--- src/rtl/mem_port_arbiter.sv ---
// Arbitrates one single-port memory between instruction fetch and data load/store,
// one fixed-latency access outstanding at a time. Define ARB_ROUND_ROBIN_EN for round-robin conflict resolution.
module mem_port_arbiter #(
  parameter int WIDTH      = 32,
  parameter int ADDR_W     = 8,
  parameter int MEM_LAT    = 2,
  parameter int STARVE_MAX = 4
) (
  input  logic              clk,
  input  logic              rst,
  input  logic              if_req,
  input  logic [ADDR_W-1:0] if_addr,
  output logic              if_gnt,
  output logic              if_rvalid,
  output logic [WIDTH-1:0]  if_rdata,
  input  logic              d_req,
  input  logic              d_we,
  input  logic [ADDR_W-1:0] d_addr,
  input  logic [WIDTH-1:0]  d_wdata,
  output logic              d_gnt,
  output logic              d_rvalid,
  output logic [WIDTH-1:0]  d_rdata,
  output logic              mem_en,
  output logic              mem_we,
  output logic [ADDR_W-1:0] mem_addr,
  output logic [WIDTH-1:0]  mem_wdata,
  input  logic [WIDTH-1:0]  mem_rdata,
  output logic              busy
);

  // Handshake: a requester holds req and its command stable until it sees its
  // one-cycle gnt; the matching rvalid pulse arrives MEM_LAT+1 cycles after gnt.

  typedef enum logic {S_IDLE, S_WAIT} state_t;

  localparam logic [2:0] LAT_LAST = 3'(MEM_LAT);

  state_t            state_q;
  logic [2:0]        lat_q;
  logic              owner_d_q;
  logic              owner_we_q;
  logic              if_gnt_q, d_gnt_q, mem_en_q, mem_we_q, busy_q;
  logic              if_rvalid_q, d_rvalid_q;
  logic [WIDTH-1:0]  if_rdata_q, d_rdata_q, mem_wdata_q;
  logic [ADDR_W-1:0] mem_addr_q;
`ifdef ARB_ROUND_ROBIN_EN
  logic              last_d_q;
`else
  localparam logic [3:0] STARVE_LIM = 4'(STARVE_MAX);
  logic [3:0]        starve_q;
`endif

  logic last_wait, arb_slot, arb_go, both, fetch_wins;

  always_comb begin
    last_wait = (state_q == S_WAIT) && (lat_q == LAT_LAST);
    arb_slot  = (state_q == S_IDLE) || last_wait;
    arb_go    = arb_slot && (if_req || d_req);
    both      = if_req && d_req;
`ifdef ARB_ROUND_ROBIN_EN
    fetch_wins = both ? last_d_q : if_req;
`else
    fetch_wins = both ? (starve_q == STARVE_LIM) : if_req;
`endif
  end

  always_ff @(posedge clk) begin
    if (!rst) begin
      state_q     <= S_IDLE;
      lat_q       <= '0;
      owner_d_q   <= 1'b0;
      owner_we_q  <= 1'b0;
      if_gnt_q    <= 1'b0;
      d_gnt_q     <= 1'b0;
      mem_en_q    <= 1'b0;
      mem_we_q    <= 1'b0;
      busy_q      <= 1'b0;
      if_rvalid_q <= 1'b0;
      d_rvalid_q  <= 1'b0;
      if_rdata_q  <= '0;
      d_rdata_q   <= '0;
      mem_wdata_q <= '0;
      mem_addr_q  <= '0;
`ifdef ARB_ROUND_ROBIN_EN
      last_d_q    <= 1'b1;
`else
      starve_q    <= '0;
`endif
    end else begin
      if_gnt_q    <= 1'b0;
      d_gnt_q     <= 1'b0;
      mem_en_q    <= 1'b0;
      mem_we_q    <= 1'b0;
      if_rvalid_q <= 1'b0;
      d_rvalid_q  <= 1'b0;

      // Memory data is valid in the final WAIT cycle; route it to the owner.
      if (last_wait) begin
        if (owner_d_q) begin
          d_rvalid_q <= 1'b1;
          if (!owner_we_q) d_rdata_q <= mem_rdata;
        end else begin
          if_rvalid_q <= 1'b1;
          if_rdata_q  <= mem_rdata;
        end
      end else if (state_q == S_WAIT) begin
        lat_q <= lat_q + 3'd1;
      end

      if (arb_go) begin
        state_q   <= S_WAIT;
        busy_q    <= 1'b1;
        lat_q     <= '0;
        mem_en_q  <= 1'b1;
        owner_d_q <= !fetch_wins;
        if (fetch_wins) begin
          if_gnt_q   <= 1'b1;
          mem_addr_q <= if_addr;
          mem_we_q   <= 1'b0;
          owner_we_q <= 1'b0;
        end else begin
          d_gnt_q     <= 1'b1;
          mem_addr_q  <= d_addr;
          mem_we_q    <= d_we;
          mem_wdata_q <= d_wdata;
          owner_we_q  <= d_we;
        end
`ifdef ARB_ROUND_ROBIN_EN
        last_d_q <= !fetch_wins;
`else
        // Count consecutive conflicts lost by fetch; any other outcome clears.
        if (both && !fetch_wins) begin
          if (starve_q != STARVE_LIM) starve_q <= starve_q + 4'd1;
        end else begin
          starve_q <= '0;
        end
`endif
      end else if (arb_slot) begin
        state_q <= S_IDLE;
        busy_q  <= 1'b0;
      end
    end
  end

  assign if_gnt    = if_gnt_q;
  assign if_rvalid = if_rvalid_q;
  assign if_rdata  = if_rdata_q;
  assign d_gnt     = d_gnt_q;
  assign d_rvalid  = d_rvalid_q;
  assign d_rdata   = d_rdata_q;
  assign mem_en    = mem_en_q;
  assign mem_we    = mem_we_q;
  assign mem_addr  = mem_addr_q;
  assign mem_wdata = mem_wdata_q;
  assign busy      = busy_q;

endmodule

--- config.mk ---
export PLATFORM = sky130hd
export DESIGN_NAME = mem_port_arbiter
export DESIGN_NICKNAME = d
export VERILOG_FILES = /design/src/rtl/mem_port_arbiter.sv
export SDC_FILE = /design/constraint.sdc
export NUM_CORES = 1
export LEC_CHECK = 0
export CORE_MARGIN = 4
export CORE_UTILIZATION = 24
export DETAILED_ROUTE_END_ITERATION = 7
export MAX_ROUTING_LAYER = met4
export SYNTH_ARGS = -nofsm -noshare
export SYNTH_HDL_FRONTEND = slang
export SYNTH_SLANG_ARGS = --single-unit
--- constraint.sdc ---
create_clock -name clk -period 5.4 [get_ports clk]
set_clock_uncertainty 0.1 [all_clocks]
set_input_delay 1.08 -clock clk [delete_from_list [all_inputs] [get_ports clk]]
set_output_delay 1.08 -clock clk [all_outputs]
set_load 0.01 [all_outputs]
==> qor.csv <==
stage,metric,value,unit
final_layout,n_diodes,0,
synth,syn_nets,631,
worst_setup_path,Worst Path Buf+Inv,2,
timing,Worst-Margin Slew,1.10,ns
worst_setup_path,crit start category,primary input,
clock_tree,CTS root buf,clkbuf_16,
worst_setup_path,Crit. Startpoint,if_req,
worst_setup_path,Worst path max stage delay,0.70,ns
final_layout,fraction of layout cells with a size suffix above 1,0.101,
timing,final hold vios,0,
detailed_routing,post-route antenna net violation count,0,
detailed_routing,Routed WL,13.8,mm
worst_setup_path,WP data arrival,3.35,ns
synth,share of the synthesized area in the top cell type,0.517,
placed_design,DP Cell Count,961,
global_routing,total gr overflow,0,
final_layout,Area growth syn-to-layout,57.0,%
global_routing,largest net degree at the start of global routing,79,
synth,largest cells by area after synthesis,"dfxtp_1, nand2_1, a21oi_1, o21ai_2, a21boi_1",
timing,post-route clock period utilization,0.576,
final_layout,# fillers,1976,
power_and_ir_drop,P per Cell Area,318,nW/um^2
worst_setup_path,critical path required time,5.64,ns
synth,post-synthesis cell type count,43,
timing,Max Freq,0.321,GHz
worst_setup_path,CP Depth,6,
clock_tree,CTS buffer count,17,
synth,post-synthesis cell count,542,
timing,Slew headroom,0.268,
final_layout,Nets,809,
worst_setup_path,Crit Reg-Reg Startpoint,lat_q[0],
detailed_routing,Starting DRT DRC Count,154,
global_routing,first-pass GRT wire length,21.9,mm
clock_tree,CTS tree,done,
worst_setup_path,r2r setup slk,3.01,ns
timing,Setup TNS,0,ns
clock_tree,post-cts sizing count,0,
die,Die X,147,microns
clock_tree,CTS Hold Bufs,0,
status,status,completed,
synth,"Seq/Total Area, Yosys",0.517,
clock_tree,clk sinks,120,
worst_setup_path,Worst setup EP type,register,
synth,"FF+latch count, synth",120,
die,Ports,196,
die,row cnt,50,
power_and_ir_drop,maximum vdd ir drop,187,uV
worst_setup_path,crit path max-delay cell type,a211o_2,
worst_hold_path,hold crit path type,reg -> reg,
detailed_routing,average wire per standard cell,13.9,microns
global_routing,antenna violations before repair,0,
worst_setup_path,WS Path Type,in -> reg,
clock_tree,Clock Path Buffers,2,
placed_design,number of port buffers,195,
worst_setup_path,"CP delay by family, top",buffers and inverters,
global_routing,number of global-route vias before repair,4086,
synth,Mapped Avg Cell Area,8.57,sq um
worst_setup_path,Worst R2R End,mem_wdata[19],
synth,mapped cell area,4650,sq um
synth,largest area contributor in the netlist,dfxtp_1,
timing,final slew viol count,0,
clock_tree,H-tree Lvls,4,
final_layout,Storage cell area,2400,sq um
detailed_routing,drt drc,0,
clock_tree,Clock transition at path regs,0.06,ns
synth,Syn. warnings,0,
detailed_routing,Via Count,4218,
die,Core ar.,18900,sq um
final_layout,fin cells,991,
job,max-cap violations,0,
timing,# setup viols final,0,
die,Initial Util,0.246,
die,die height,147,microns
timing,unrepaired setup endpoints after global routing,false,
worst_setup_path,critical path cell sequence,clkdlybuf4s50_1 -> and4b_4 -> a211o_2 -> buf_4 -> nand3_1 -> o21ai_2,
detailed_routing,1st-pass router iterations,4,
clock_tree,Clock Latency Late Sink,0.40,ns
placed_design,RD Place Congestion,0.743,
clock_tree,total setup buffers inserted after CTS,0,
detailed_routing,Via density,4.26,
worst_setup_path,Critical Path End,mem_wdata[19],
final_layout,multi-input logic area,1960,sq um
global_routing,aggregate global-route resource usage,0.131,
placed_design,dpl hpwl,9.17,mm
die,Die Area,21600,sq um
power_and_ir_drop,Leakage,0.00253,uW
worst_setup_path,worst-case reg-to-reg path depth,7,
worst_setup_path,"critical path fanouts, max",44,
timing,Tmin final,3.11,ns
worst min-delay path, stage by stage, from the launching register on:
cell	delay (ns)
dfxtp_1	0.30
nand2_1	0.05
a21boi_1	0.05
flip-flops by register name (all words and copies together), names as in the netlist:
name / count
d_rdata: 32
if_rdata: 32
mem_wdata: 32
mem_addr: 8
starve_q: 4
lat_q: 3
busy: 1
d_gnt: 1
d_rvalid: 1
if_gnt: 1
if_rvalid: 1
mem_en: 1
mem_we: 1
owner_d_q: 1
owner_we_q: 1
report_power, final:
part           switching (uW)  total, uW  internal [uW]
Combinational             115        245            131
Clock                     397       1140            744
Sequential               18.4        936            918
Total                     530       2320           1790
placed cells by master (no fill, tap or decap), types with 2 or more instances in the layout:
cell type / Yosys / layout
nor2b_1: 2 / 2
o21ai_1: 8 / 8
inv_1: 5 / 5
nand3_2: 7 / 7
buf_4: 0 / 7
nor3_4: 0 / 2
inv_2: 2 / 2
nand3_1: 28 / 28
clkdlybuf4s50_1: 0 / 194
clkbuf_16: 0 / 17
o21ai_0: 10 / 10
or3_1: 3 / 3
a21oi_1: 57 / 57
o21ai_2: 22 / 22
bufinv_16: 0 / 3
nor2_1: 6 / 6
a21boi_1: 21 / 21
clkinvlp_4: 0 / 3
a21boi_0: 6 / 6
clkbuf_1: 12 / 3
nand2_1: 175 / 175
clkinv_2: 0 / 2
clkbuf_8: 0 / 2
dfxtp_1: 120 / 120
ha_1: 4 / 4
layout make-up:
| class | instances | share of cell area |
|---|---|---|
| clock inverter | 8 | 0.0168 |
| inverter | 7 | 0.00360 |
| sequential | 120 | 0.329 |
| timing repair buffer | 201 | 0.274 |
| tap | 260 | 0.0446 |
| multi-input combinational | 373 | 0.268 |
| clock buffer | 22 | 0.0637 |
how the worst min path moves through the flow:
stage,startpoint,to,slack [ns],cells past startpoint
after CTS,if_rdata[24],if_rdata[24],0.35,2
after global placement,d_rdata[21],d_rdata[21],0.34,2
after detailed placement,if_rdata[24],if_rdata[24],0.35,2
after global routing,if_rdata[23],if_rdata[23],0.37,2
after floorplan,starve_q[3],starve_q[3],0.37,2
final,d_rdata[21],d_rdata[21],0.35,2
cells in the mapped netlist, drive strengths merged:
library cell and instances:
xnor2 1, xor2 1, o21ai 40, nand2 175, o2111ai 1, a311oi 1
inv 7, o31ai 1, o21a 1, nand4 1, nor2 7, nand4b 1
nand2b 1, and4 1, a31oi 1, a31o 1, buf 30, nand3 35
ha 4, and4b 1, a21oi 58, a211o 1, or3 3, a21boi 27
clkbuf 12, or2 1, o22ai 1, nor3b 1, nor2b 2, nor3 3
nand3b 1, dfxtp 120, o32ai 1
cell families (layout without fill, tap and decap cells):
| kind of cell | after synthesis | after routing | share of synthesized area |
|---|---|---|---|
| AND/OR/NAND/NOR | 233 | 233 | 0.221 |
| AO/OA/AOI/OAI | 134 | 134 | 0.183 |
| flip-flops | 120 | 120 | 0.517 |
| buffers and inverters | 49 | 238 | 0.0646 |
| adder cells (fa/ha/maj) | 4 | 4 | 0.0108 |
| XOR/XNOR | 2 | 2 | 0.00377 |
routing by layer:
metal | up-vias | track usage | routed length (microns)
met4 | 0 | 0.0336 | 127
met3 | 8 | 0.0583 | 1210
met1 | 1892 | 0.166 | 6690
li1 | 2162 | - | -
met5 | - | - | 0
met2 | 156 | 0.190 | 5770
through the flow:
step                utilization  cell area, sq um  hold slack, ns  setup slack [ns]  total power, uW
floorplan                     -              4650           0.368              3.24             1060
global placement          0.355              6710           0.341              1.92             1200
detailed placement        0.355              6710           0.346              1.87             1200
CTS                       0.386              7290           0.353              2.32             2360
global route              0.386              7290           0.368              2.16             2430
finish                    0.386              7290           0.349              2.29             2320
No activity file was read; power rests on OpenSTA's default activity.
